`src/rtl/mem_arbiter_pkg.sv`:
```
// Shared definitions for the byte-wide RAM arbiter: FSM encoding, LSB size
// codes, grant identities and the RAM data/address widths.
package mem_arbiter_pkg;

   localparam int DATA_W = 8;
   localparam int ADDR_W = 32;
   localparam int WORD_W = 32;

   localparam logic [1:0] ST_IDLE  = 2'd0;
   localparam logic [1:0] ST_IF_RD = 2'd1;
   localparam logic [1:0] ST_LS_RD = 2'd2;
   localparam logic [1:0] ST_LS_WR = 2'd3;

   localparam logic [1:0] SIZE_BYTE = 2'd0;
   localparam logic [1:0] SIZE_HALF = 2'd1;
   localparam logic [1:0] SIZE_WORD = 2'd2;
   localparam logic [1:0] SIZE_RSVD = 2'd3;

   localparam logic GRANT_IF  = 1'b0;
   localparam logic GRANT_LSB = 1'b1;

   localparam logic [2:0] FETCH_LEN = 3'd4;

   // Number of bytes moved for an LSB access; the reserved code behaves as a word.
   function automatic logic [2:0] accessLen(input logic [1:0] size);
      logic [2:0] len;
      case (size)
         SIZE_BYTE: len = 3'd1;
         SIZE_HALF: len = 3'd2;
         SIZE_WORD: len = 3'd4;
         SIZE_RSVD: len = 3'd4;
         default:   len = 3'd4;
      endcase
      return len;
   endfunction

endpackage

```
`src/rtl/mem_arbiter.sv`:
```
// Arbiter sharing one byte-wide synchronous RAM between instruction fetch and
// the load/store buffer. Words are moved one byte per cycle, little-endian.
module mem_arbiter
   import mem_arbiter_pkg::*;
(
   input  logic              clk,
   input  logic              rst,
   input  logic              rdy,
   input  logic              clr,
   input  logic              if_req,
   input  logic [ADDR_W-1:0] if_addr,
   output logic              if_done,
   output logic [WORD_W-1:0] if_data,
   input  logic              lsb_req,
   input  logic              lsb_wr,
   input  logic [1:0]        lsb_size,
   input  logic [ADDR_W-1:0] lsb_addr,
   input  logic [WORD_W-1:0] lsb_wdata,
   output logic              lsb_done,
   output logic [WORD_W-1:0] lsb_rdata,
   input  logic [DATA_W-1:0] mem_din,
   output logic [DATA_W-1:0] mem_dout,
   output logic [ADDR_W-1:0] mem_a,
   output logic              mem_wr
);

   logic [1:0]        state_q, state_d;
   logic [2:0]        cnt_q, cnt_d;
   logic [2:0]        len_q, len_d;
   logic              lastGrant_q, lastGrant_d;
   logic [WORD_W-1:0] wdata_q, wdata_d;
   logic [WORD_W-1:0] ifData_q, ifData_d;
   logic [WORD_W-1:0] lsbRdata_q, lsbRdata_d;
   logic              ifDone_q, ifDone_d;
   logic              lsbDone_q, lsbDone_d;
   logic [ADDR_W-1:0] memA_q, memA_d;
   logic [DATA_W-1:0] memDout_q, memDout_d;
   logic [WORD_W-1:0] rdBuf_q, rdWord;
   logic              prevRdy_q;
   logic              capture;
   logic              ifElig, lsbElig, pickLsb;

   // A returned byte is fresh only if the previous cycle advanced the address;
   // grabbing it even while frozen keeps the RAM pipeline aligned after a stall.
   always_comb begin
      capture = ((state_q == ST_IF_RD) || (state_q == ST_LS_RD)) &&
                (cnt_q != 3'd0) && prevRdy_q;
      rdWord  = rdBuf_q;
      if (capture) begin
         case (cnt_q)
            3'd1:    rdWord[7:0]   = mem_din;
            3'd2:    rdWord[15:8]  = mem_din;
            3'd3:    rdWord[23:16] = mem_din;
            default: rdWord[31:24] = mem_din;
         endcase
      end
   end

   // Arbitration and byte sequencing; done flags block re-granting the same
   // requester in the cycle it is being told it finished.
   always_comb begin
      state_d     = state_q;
      cnt_d       = cnt_q;
      len_d       = len_q;
      lastGrant_d = lastGrant_q;
      wdata_d     = wdata_q;
      ifData_d    = ifData_q;
      lsbRdata_d  = lsbRdata_q;
      ifDone_d    = 1'b0;
      lsbDone_d   = 1'b0;
      memA_d      = memA_q;
      memDout_d   = memDout_q;
      ifElig      = if_req & ~ifDone_q;
      lsbElig     = lsb_req & ~lsbDone_q;
      pickLsb     = lsbElig & (~ifElig | (lastGrant_q == GRANT_IF));
      case (state_q)
         ST_IDLE: begin
            if (!clr) begin
               if (pickLsb) begin
                  state_d     = lsb_wr ? ST_LS_WR : ST_LS_RD;
                  lastGrant_d = GRANT_LSB;
                  len_d       = accessLen(lsb_size);
                  memA_d      = lsb_addr;
                  memDout_d   = lsb_wdata[7:0];
                  wdata_d     = lsb_wdata;
                  cnt_d       = 3'd0;
               end else if (ifElig) begin
                  state_d     = ST_IF_RD;
                  lastGrant_d = GRANT_IF;
                  len_d       = FETCH_LEN;
                  memA_d      = if_addr;
                  cnt_d       = 3'd0;
               end
            end
         end
         ST_IF_RD, ST_LS_RD: begin
            if (clr) begin
               state_d = ST_IDLE;
               cnt_d   = 3'd0;
            end else if (cnt_q == len_q) begin
               state_d = ST_IDLE;
               cnt_d   = 3'd0;
               if (state_q == ST_IF_RD) begin
                  ifData_d = rdWord;
                  ifDone_d = 1'b1;
               end else begin
                  case (len_q)
                     3'd1:    lsbRdata_d = {24'd0, rdWord[7:0]};
                     3'd2:    lsbRdata_d = {16'd0, rdWord[15:0]};
                     default: lsbRdata_d = rdWord;
                  endcase
                  lsbDone_d = 1'b1;
               end
            end else begin
               if (cnt_q < (len_q - 3'd1)) begin
                  memA_d = memA_q + 32'd1;
               end
               cnt_d = cnt_q + 3'd1;
            end
         end
         ST_LS_WR: begin
            if (cnt_q == (len_q - 3'd1)) begin
               state_d   = ST_IDLE;
               cnt_d     = 3'd0;
               lsbDone_d = 1'b1;
            end else begin
               cnt_d  = cnt_q + 3'd1;
               memA_d = memA_q + 32'd1;
               case (cnt_q)
                  3'd0:    memDout_d = wdata_q[15:8];
                  3'd1:    memDout_d = wdata_q[23:16];
                  default: memDout_d = wdata_q[31:24];
               endcase
            end
         end
         default: state_d = ST_IDLE;
      endcase
   end

   // Architectural state only advances while rdy is high.
   always_ff @(posedge clk or posedge rst) begin
      if (rst) begin
         state_q     <= ST_IDLE;
         cnt_q       <= 3'd0;
         len_q       <= 3'd0;
         lastGrant_q <= GRANT_IF;
         wdata_q     <= '0;
         ifData_q    <= '0;
         lsbRdata_q  <= '0;
         ifDone_q    <= 1'b0;
         lsbDone_q   <= 1'b0;
         memA_q      <= '0;
         memDout_q   <= '0;
      end else if (rdy) begin
         state_q     <= state_d;
         cnt_q       <= cnt_d;
         len_q       <= len_d;
         lastGrant_q <= lastGrant_d;
         wdata_q     <= wdata_d;
         ifData_q    <= ifData_d;
         lsbRdata_q  <= lsbRdata_d;
         ifDone_q    <= ifDone_d;
         lsbDone_q   <= lsbDone_d;
         memA_q      <= memA_d;
         memDout_q   <= memDout_d;
      end
   end

   // Read assembly buffer and rdy history run every cycle to track RAM latency.
   always_ff @(posedge clk or posedge rst) begin
      if (rst) begin
         rdBuf_q   <= '0;
         prevRdy_q <= 1'b0;
      end else begin
         rdBuf_q   <= rdWord;
         prevRdy_q <= rdy;
      end
   end

   assign if_done   = ifDone_q & rdy;
   assign lsb_done  = lsbDone_q & rdy;
   assign if_data   = ifData_q;
   assign lsb_rdata = lsbRdata_q;
   assign mem_a     = memA_q;
   assign mem_dout  = memDout_q;
   assign mem_wr    = (state_q == ST_LS_WR) & rdy;

endmodule

```
`config.mk`:
```
export PLATFORM = sky130hd
export DESIGN_NAME = mem_arbiter
export DESIGN_NICKNAME = d
export VERILOG_FILES = /design/src/rtl/mem_arbiter_pkg.sv /design/src/rtl/mem_arbiter.sv
export SDC_FILE = /design/constraint.sdc
export NUM_CORES = 1
export LEC_CHECK = 0
export BUFFER_PORTS_ARGS = -buffer_cell sky130_fd_sc_hd__buf_4
export CORE_MARGIN = 10
export CORE_UTILIZATION = 57
export CTS_CLUSTER_SIZE = 12
export DETAILED_ROUTE_END_ITERATION = 6
export GPL_TIMING_DRIVEN = 0
export PLACE_DENSITY = 0.85
export REMOVE_ABC_BUFFERS = 1
export SLEW_MARGIN = 20
export SYNTH_ARGS = -nofsm -noshare
export SYNTH_HDL_FRONTEND = slang
export SYNTH_SLANG_ARGS = --single-unit
```
`constraint.sdc`:
```
create_clock -name clk -period 11.4 [get_ports clk]
set_clock_uncertainty 0.05 [all_clocks]
set_input_delay 0.57 -clock clk [delete_from_list [all_inputs] [get_ports clk]]
set_output_delay 0.57 -clock clk [all_outputs]
set_load 0.01 [all_outputs]
```
==> results.toml, run 1 <==
[floorplanning]
rows = 44
start_util_pct = 58.1
dieArea_sq_um = 20000
dieHeight_um = 142
die_x_um = 142
ios = 220
core-area_sq_um = 14500

[routing]
vias_per_cell = 5.80
drt-wirelength-per-cell_um = 19.1
drt_iter0_drc = 624
first_pass_iters = 5
vias = 7160
drc_errors = 0
ant_nets = 0
routed_wl_um = 23600

[power]
ir_drop_v = 0.000196
leakage_nw = 5.33
power_density_nw_per_um2 = 254

[clock_network]
cts_tree = "done"
hold_buffers = 0
cts.sinks = 172
root_buffer = "clkbuf_16"
numCtsBuffers = 17
htreeDepth = 4
clockBufferDepth = 2
path_clk_slew_ps = 60
clk_latency_ps = 420
ctsResizeCount = 0
post_cts_buffers = 0

[logic_synthesis]
synth_edf_count = 0
ys_ff_latch = 172
avgSynthCellArea_sq_um = 9.90
ys.flop_type = "dfrtp_1"
ys_seq_area_share_pct = 51.2
ys_async_sr_fraction_pct = 100
synth_warnings = 0
synth_area_sq_um = 8410
synthCells = 850
synth.distinct_cells = 55

[finish]
antenna_cells = 0
fillCellCount = 1086
final_cell_area_sq_um = 10800
fin_nets = 1168
area_growth_pct = 28.7
drive_gt1_share_pct = 29.3

[worst_setup_path]
crit_fanout = 37
timing.rr.start = "len_q[0]"
r2r_slack_ps = 7960
crit_start = "len_q[0]"
critPathArrivalTime_ps = 3690
rr_worst_depth = 8
criticalPathCategory = "reg2reg"
r2r_end = "mem_a[26]"
cp-start-kind = "register"
crit_end = "mem_a[26]"
end_kind = "register"
crit_required_ps = 11650

[sta]
hold_viol_final = 0
rsz0062_at_grt = "false"
tightestPinTransition_ps = 1080
period_share_pct = 30.2
drv_slew = 0
post-route-min-period_ps = 3440
relSlewSlack_pct = 27.6
setup_viol = 0
max_freq_mhz = 291
finalSetupTns_ps = 0

[global_routing]
antenna_found_initial = 0
grt.total_usage_pct = 22.7
grt_pass1_vias = 7018
grt.overflow.total = 0
grt_max_degree = 91
grt_pass1_wl_um = 37100

[min_path]
min_path_type = "in2async"

[place]
io_buffers = 219
globalplace.congestion = 0.848
placed_area_sq_um = 10300
dp_hpwl_um = 16700

[run_status]
status = "completed"

[run]
cap_violations = 0
==> through the flow <==
stage                     worst slack [ps]  hold WS [ps]  power [W]  utilization [%]  cells
final                                 7960           199    0.00275             74.8   1235
after global placement                4170           411    0.00213             69.4   1198
after floorplan                       6120           411    0.00167                -    795
after detailed placement              7990           418    0.00219             70.8   1204
after CTS                             7980           229    0.00276             74.8   1235
after global routing                  7810           227    0.00293             74.8   1235
==> how the worst min path moves through the flow <==
stage	to	slack (ps)	cells after the start
final	if_data[19]	200	3
after global routing	if_data[19]	230	3
after CTS	if_data[19]	230	3
after detailed placement	lsb_rdata[9]	420	2
after global placement	lsb_rdata[9]	410	2
after floorplan	rdBuf_q[0]	410	2
==> synthesized netlist by cell type (2+ instances only) <==
library cell  number  area, sq um
o21bai_1           2         15.0
nand4_1           19          119
a211o_1            8         70.1
a311oi_1           3         26.3
a31oi_1           15         93.8
clkbuf_1          40          150
a32oi_1            9         78.8
mux2_2            39          439
nand3b_1           3         22.5
a21oi_1           10         50.1
or3_1              8         50.1
nand2b_1           4         25.0
o21ai_0           85          425
o22a_1            13          114
and3_1            13         81.3
a22o_1             2         17.5
nor2_1            39          146
o31a_1             2         17.5
o211ai_1          15          113
inv_1             57          214
o31ai_1           18          135
nor2b_1            5         31.3
a2bb2oi_1          2         17.5
a211oi_1           6         45.0
nor4_1             5         31.3
nand2_1          111          417
or2_2              2         12.5
a21o_1             2         15.0
mux2i_1           38          380
o21a_1             2         15.0
a22oi_1           11         82.6
xor2_1             2         17.5
dfrtp_1          172         4300
nor3_1            22          110
nand3_1           15         75.1
ha_1              16          200
and2_1             5         31.3
buf_2             11         55.1
nor4_2             2         25.0
buf_6              2         22.5
==> area by class of cell <==
class                   count  area [sq um]  share of cell area [%]
multi-input cells         566          3730                    34.5
clock buffers              19           433                    4.00
flip-flops and latches    172          4300                    39.7
well taps                 184           230                    2.13
repair buffers            225          1770                    16.4
clock inverters            12           138                    1.27
inverters                  57           221                    2.05
==> state kept, by name, indices dropped and copies added (netlist names) <==
name,count
mem_dout,8
state_q,2
cnt_q,3
if_data,32
len_q,3
lsbDone_q,1
prevRdy_q,1
mem_a,32
rdBuf_q,32
lsb_rdata,32
ifDone_q,1
wdata_q,24
lastGrant_q,1
==> kinds of logic (layout without fill, tap and decap cells) <==
family | after synthesis | after routing | synth area share, %
fa+ha+maj | 16 | 16 | 2.38
simple gates | 257 | 257 | 14.3
xor+xnor | 3 | 3 | 0.312
flops | 172 | 172 | 51.2
mux | 77 | 77 | 9.74
compound gates | 213 | 213 | 16.7
buf+inv | 112 | 313 | 5.35
==> routing by layer <==
| metal | part of all wire (%) | vias to the layer above | wire, um | GRT usage [%] |
|---|---|---|---|---|
| met3 | 10 | 24 | 2380 | 8.74 |
| met1 | 40 | 3452 | 9510 | 27.9 |
| met4 | 1.6 | 0 | 381 | 6.40 |
| met2 | 48 | 286 | 11300 | 36.3 |
| met5 | 0 | - | 0 | 0 |
| li1 | - | 3398 | - | - |
==> critical path: stages, from the launching register on <==
cell,delay (ps)
dfrtp_1,390
inv_1,100
ha_1,300
ha_1,310
nor2b_1,140
o21a_1,170
o41a_2,690
or2_1,730
a211o_1,450
==> report_power, final <==
group | switching, W | total, W | internal (W) | leakage [nW]
registers | 0.000197 | 0.00105 | 0.000855 | 2.12
clock network | 0.000242 | 0.000566 | 0.000324 | 0.274
logic | 0.000600 | 0.00113 | 0.000533 | 2.93
total | 0.00104 | 0.00275 | 0.00171 | 5.33
==> placed cells by master, fill, tap and decap left out, types with 4 or more instances in the layout <==
cell type / n
nand3_1: 14
a211o_1: 8
o22a_1: 13
mux2_2: 39
and3_1: 12
a32oi_1: 9
inv_1: 56
and2_1: 5
clkbuf_16: 17
buf_4: 219
nand4_1: 19
o211ai_1: 15
a22oi_1: 11
nor4_1: 5
or3_1: 8
nor3_1: 22
a211oi_1: 6
a31oi_1: 15
o21ai_0: 85
mux2i_1: 38
dfrtp_1: 172
nand2b_1: 4
nand2_1: 111
nor2b_1: 5
nor2_1: 38
o31ai_1: 18
a21oi_1: 10
ha_1: 15
Power figures use the tool's default switching activity.
==> run 2, diff against run 1 <==
--- a/config.mk
+++ b/config.mk
@@ -7,11 +7,11 @@
 export LEC_CHECK = 0
 export BUFFER_PORTS_ARGS = -buffer_cell sky130_fd_sc_hd__buf_4
 export CORE_MARGIN = 10
-export CORE_UTILIZATION = 57
+export CORE_UTILIZATION = 53
 export CTS_CLUSTER_SIZE = 12
 export DETAILED_ROUTE_END_ITERATION = 6
 export GPL_TIMING_DRIVEN = 0
-export PLACE_DENSITY = 0.85
+export PLACE_DENSITY = 0.8
 export REMOVE_ABC_BUFFERS = 1
 export SLEW_MARGIN = 20
 export SYNTH_ARGS = -nofsm -noshare
==> constraint.sdc (replaced) <==
create_clock -name clk -period 3.2 [get_ports clk]
set_clock_uncertainty 0.05 [all_clocks]
set_input_delay 0.16 -clock clk [delete_from_list [all_inputs] [get_ports clk]]
set_output_delay 0.16 -clock clk [all_outputs]
set_load 0.01 [all_outputs]
==> run 2 against run 1 <==
  * Final area is 4.1% higher
  * Highest routed layer unchanged
  * Routed wire length increased by 5.6%
  * Final cell count rose by 5.7%
  * Die area up 6.5%
  * Sequential power rose to 3.6 times the previous value
  * Via count increased by 3.8%
  * Count of clock-buffer cells in the layout grew 1
==> results.toml, run 2 (same netlist as run 1, synthesis figures left out) <==
[floorplanning]
dieHeight_um = 146
dieArea_sq_um = 21300
start_util_pct = 53.6
die_x_um = 146
rows = 46
core-area_sq_um = 15700
ios = 220

[clock_network]
cts.sinks = 172
path_clk_slew_ps = 60
numCtsBuffers = 17
cts_tree = "done"
clk_latency_ps = 430
clockBufferDepth = 2
root_buffer = "clkbuf_16"
htreeDepth = 4

[sta]
drv_slew = 0
post-route-min-period_ps = 2940
relSlewSlack_pct = 28.4
setup_viol = 0
period_share_pct = 91.8
tightestPinTransition_ps = 1070
max_freq_mhz = 340
rsz0062_at_grt = "false"
hold_viol_final = 0

[routing]
vias = 7431
drc_errors = 0
ant_nets = 0
vias_per_cell = 5.69
drt-wirelength-per-cell_um = 19.1
first_pass_iters = 5
drt_iter0_drc = 474
routed_wl_um = 24900

[worst_setup_path]
cpLargestDelayFamily = "compound AO/OA/AOI/OAI gates"
end_kind = "register"
cp_num_buf_inv = 1
criticalPathCategory = "reg2reg"
crit_required_ps = 3460
critPathMaxStageDelay_ps = 550
slowest_stage = "o41a_4"
cp_cell_sequence = "inv_1 -> ha_1 -> ha_1 -> nor2b_1 -> o21a_1 -> o41a_4 -> or2_4 -> a211o_1"
path_common_cell = "ha_1"
cp-start-kind = "register"
crit_fanout = 37
critPathArrivalTime_ps = 3200

[power]
internal_power_w = 0.00625
ir_drop_v = 0.000562
swShare_pct = 37.7
power_density_nw_per_um2 = 891
power_frac_seq_pct = 37.5
power_frac_clock_pct = 21.4
leakage_nw = 5.49
p_sw_w = 0.00379
totalPowerFinal_w = 0.0100
power_frac_comb_pct = 41.0

[global_routing]
grt_max_degree = 107
grt_pass1_vias = 7563
grt.total_usage_pct = 22.8
grt.overflow.total = 0
antenna_found_initial = 1
grt_pass1_wl_um = 40100

[run_status]
status = "completed"

[finish]
layout_common_cells = "buf_4 (221), dfrtp_1 (172), nand2_1 (111), o21ai_0 (85), inv_1 (56)"
seq_area_sq_um = 4300
area_growth_pct = 33.9
layout_commonest_cell = "buf_4"
fillCellCount = 1160
multiInputGateArea_sq_um = 3740
drive_gt1_share_pct = 28.5
fin_nets = 1205
utilization_pct = 71.7

[place]
io_buffers = 219
globalplace.congestion = 0.825
dp_hpwl_um = 17000

[run]
cap_violations = 0

[min_path]
min_path_type = "in2reg"
run 2: cell types whose count changed in the layout (fill, tap and decap cells not counted), sizes merged:
cell / delta
dlygate4sd3: +36
clkinv: -3
inv: +2
buf: +1
bufinv: +1
clkbuf: +1
clkinvlp: -1
diode: +1
run 2: final timing paths:
kind / startpoint / endpoint / slack (ps) / cells past startpoint
hold / removal: lsb_wr / state_q[0] / 60 / 3
max in group asynchronous: rst / mem_dout[6] / 1980 / 4
setup / recovery: len_q[1] / mem_a[23] / 260 / 8
setup reg to reg: len_q[1] / mem_a[23] / 260 / 8
min in group asynchronous: rst / lsb_rdata[3] / 350 / 3
hold reg to reg: lsb_rdata[14] / lsb_rdata[14] / 430 / 2
run 2: routing by layer:
layer  track usage, %  part of all wire [%]  routed length (um)  up-vias
li1                 -                     -                   -     3480
met2             37.7                    48               12000      284
met1             27.5                    41               10200     3617
met3             7.18                   8.4                2100       50
met4             8.26                   2.5                 630        0
met5                0                     0                   0        -
run 2: metrics by stage:
| stage | instances | hold WS [ps] | TNS (ps) | setup slack, ps | instance area [sq um] |
|---|---|---|---|---|---|
| after floorplan | 795 | 141 | -289280 | -1670 | 8180 |
| after global placement | 1230 | 317 | -743430 | -3680 | 10100 |
| after detailed placement | 1235 | 293 | -4950 | -252 | 10300 |
| after CTS | 1304 | 12.8 | 0 | 72.7 | 11300 |
| after global routing | 1305 | 51.5 | 0 | 42.8 | 11300 |
| final | 1305 | 62.2 | 0 | 263 | 11300 |
run 2: what timing repair did:
action,in CTS,in global routing
pin swaps,1,0
setup endpoints to repair,29,8
endpoints found under the hold margin,166,0
hold buffers,36,0
resized for setup,2,1
setup buffers,2,0
run 2: power groups by stage:
stage / clock network, W / logic [W] / registers [W]
2_1_floorplan: 0 / 0.00206 / 0.00388
3_3_place_gp: 0 / 0.00390 / 0.00372
3_5_place_dp: 0 / 0.00406 / 0.00376
4_1_cts: 0.00216 / 0.00412 / 0.00374
5_1_grt: 0.00226 / 0.00453 / 0.00387
6_report: 0.00215 / 0.00412 / 0.00377
run 2: final cells by class:
cell class	count	area share, %
antenna	1	0.0222
sequential	172	38.2
multi-input combinational	566	33.2
tap	216	2.40
clock buffer	20	3.96
clock inverter	11	1.38
inverter	57	1.96
timing repair buffer	262	18.9
run 2: tightest hold or removal path: cells and delay by family:
family | cells | cell delay, ps
AOI/OAI and AO/OA | 2 | 250
buffers and inverters | 1 | 80
==> run 3, diff against run 2 <==
--- a/config.mk
+++ b/config.mk
@@ -11,9 +11,9 @@
 export CTS_CLUSTER_SIZE = 12
 export DETAILED_ROUTE_END_ITERATION = 6
 export GPL_TIMING_DRIVEN = 0
+export MAX_ROUTING_LAYER = met4
 export PLACE_DENSITY = 0.8
 export REMOVE_ABC_BUFFERS = 1
-export SLEW_MARGIN = 20
 export SYNTH_ARGS = -nofsm -noshare
 export SYNTH_HDL_FRONTEND = slang
 export SYNTH_SLANG_ARGS = --single-unit
==> run 3 against run 2 <==
  * Die area stayed put
  * Hold slack better by 5.5 ps
  * Worst setup slack better by 8.2 ps
  * Register-to-register slack hardly changed
  * Routed wire length hardly changed
  * Fmax is 0.28% higher
  * Sequential share of layout area is 0.068 points lower
  * Via count is 0.86% higher
  * Clock power hardly changed
  * Critical path depth stayed put
  * Combinational power hardly changed
  * Critical endpoint is now mem_a[24]
  * Largest cell class unchanged
  * Largest power group unchanged
==> results.toml, run 3 (same netlist as run 1, synthesis figures left out) <==
[min_path]
hp-start = "lsb_wdata[3]"
hold-path-endpoint = "mem_dout[3]"
min_path_type = "in2reg"
hold_depth = 4

[global_routing]
grt.overflow.total = 0
grt_max_degree = 107
antenna_found_initial = 1
grt.total_usage_pct = 23.5
grt_pass1_wl_um = 40400
grt_pass1_vias = 7696

[sta]
period_share_pct = 91.5
relSlewSlack_pct = 16.9
setup_viol = 0
post-route-min-period_ps = 2930
drv_slew = 0
hold_viol_final = 0
tightestPinTransition_ps = 1240
rsz0062_at_grt = "false"
max_freq_mhz = 341

[clock_network]
cts.sinks = 172
root_buffer = "clkbuf_16"
htreeDepth = 4
path_clk_slew_ps = 70
numCtsBuffers = 17
clockBufferDepth = 2
cts_tree = "done"
clk_latency_ps = 420

[routing]
vias = 7495
drt_iter0_drc = 559
routed_wl_um = 24900
drc_errors = 0
ant_nets = 0
first_pass_iters = 5
vias_per_cell = 5.74
drt-wirelength-per-cell_um = 19.1

[finish]
layout_common_cells = "buf_4 (221), dfrtp_1 (172), nand2_1 (111), o21ai_0 (85), inv_1 (56)"
final_cell_area_sq_um = 11300
fillCellCount = 1140
layout_commonest_cell = "buf_4"
multiInputGateArea_sq_um = 3720
seq_area_sq_um = 4300
fin_nets = 1206
drive_gt1_share_pct = 28.6
area_growth_pct = 34.2

[place]
io_buffers = 219
globalplace.congestion = 0.837
placed_area_sq_um = 10300
dp_hpwl_um = 17000

[floorplanning]
start_util_pct = 53.6
core-area_sq_um = 15700
rows = 46
die_x_um = 146
ios = 220
dieHeight_um = 146
dieArea_sq_um = 21300

[power]
ir_drop_v = 0.000528
totalPowerFinal_w = 0.0101
leakage_nw = 5.51
power_density_nw_per_um2 = 891

[worst_setup_path]
criticalPathCategory = "reg2reg"
crit_required_ps = 3460
cp-start-kind = "register"
critPathArrivalTime_ps = 3190
r2r_slack_ps = 270
end_kind = "register"
rr_worst_depth = 8
r2r_end = "mem_a[24]"
crit_fanout = 37
crit_start = "len_q[1]"
timing.rr.start = "len_q[1]"

[run]
cap_violations = 0

[run_status]
status = "completed"
-- run 3: changes by cell type in the layout (fill, tap and decap cells not counted), sizes merged --
| cell | previous run | this run |
|---|---|---|
| clkinvlp | 1 | 4 |
| clkinv | 2 | 0 |
| buf | 226 | 227 |
| inv | 62 | 61 |
-- run 3: what timing repair did --
| item | in CTS | in global routing |
|---|---|---|
| pin swaps | 0 | 1 |
| setup endpoints to repair | 63 | 22 |
| hold buffers | 36 | 0 |
| resized for setup | 4 | 1 |
| buffers inserted | 0 | 2 |
| endpoints found under the hold margin | 166 | 0 |
-- run 3: area by class of cell --
type / count / area share (%)
timing repair buffer: 263 / 19.1
sequential: 172 / 38.1
clock inverter: 11 / 1.40
tap: 216 / 2.39
clock buffer: 20 / 4.04
inverter: 57 / 1.96
antenna: 1 / 0.0222
multi-input combinational: 566 / 33.0
-- run 3: per-stage QoR --
| stage | cells | setup WS (ps) | setup TNS, ps | utilization, % | hold slack (ps) |
|---|---|---|---|---|---|
| 6_report | 1306 | 271 | 0 | 71.9 | 67.7 |
| 4_1_cts | 1303 | 97.3 | 0 | 71.6 | 40.2 |
| 3_5_place_dp | 1236 | -218 | -4380 | 65.4 | 288 |
| 3_3_place_gp | 1230 | -3680 | -743430 | 64.2 | 317 |
| 2_1_floorplan | 795 | -1670 | -289280 | - | 141 |
| 5_1_grt | 1306 | 94.4 | 0 | 71.9 | 105 |
-- run 3: worst max-delay path by stage --
stage,to,slack (ps)
finish,mem_a[24],270
global route,len_q[0],90
CTS,mem_a[24],100
detailed placement,mem_a[23],-220
global placement,wdata_q[25],-3680
floorplan,cnt_q[0],-1670
-- run 3: routing by layer --
layer / wire length (um) / share of wire [%] / GRT usage, % / up-vias
met5: 0 / 0 / - / -
met4: 568 / 2.3 / 7.01 / 0
met3: 1860 / 7.5 / 6.59 / 42
met2: 12000 / 48 / 36.9 / 309
met1: 10500 / 42 / 29.2 / 3657
li1: - / - / - / 3487
-- run 3: critical path: stages (launching register included) --
cell,delay (ps)
dfrtp_1,420
inv_1,80
ha_1,280
ha_1,310
nor2b_1,140
o21a_1,170
o41a_4,550
or2_4,440
a211o_1,340
-- run 3: report_power, final --
part	internal (W)	switching [W]	leakage (nW)	total, W
logic	0.00195	0.00217	3.10	0.00412
registers	0.00304	0.000718	2.12	0.00376
clock network	0.00128	0.000894	0.288	0.00217
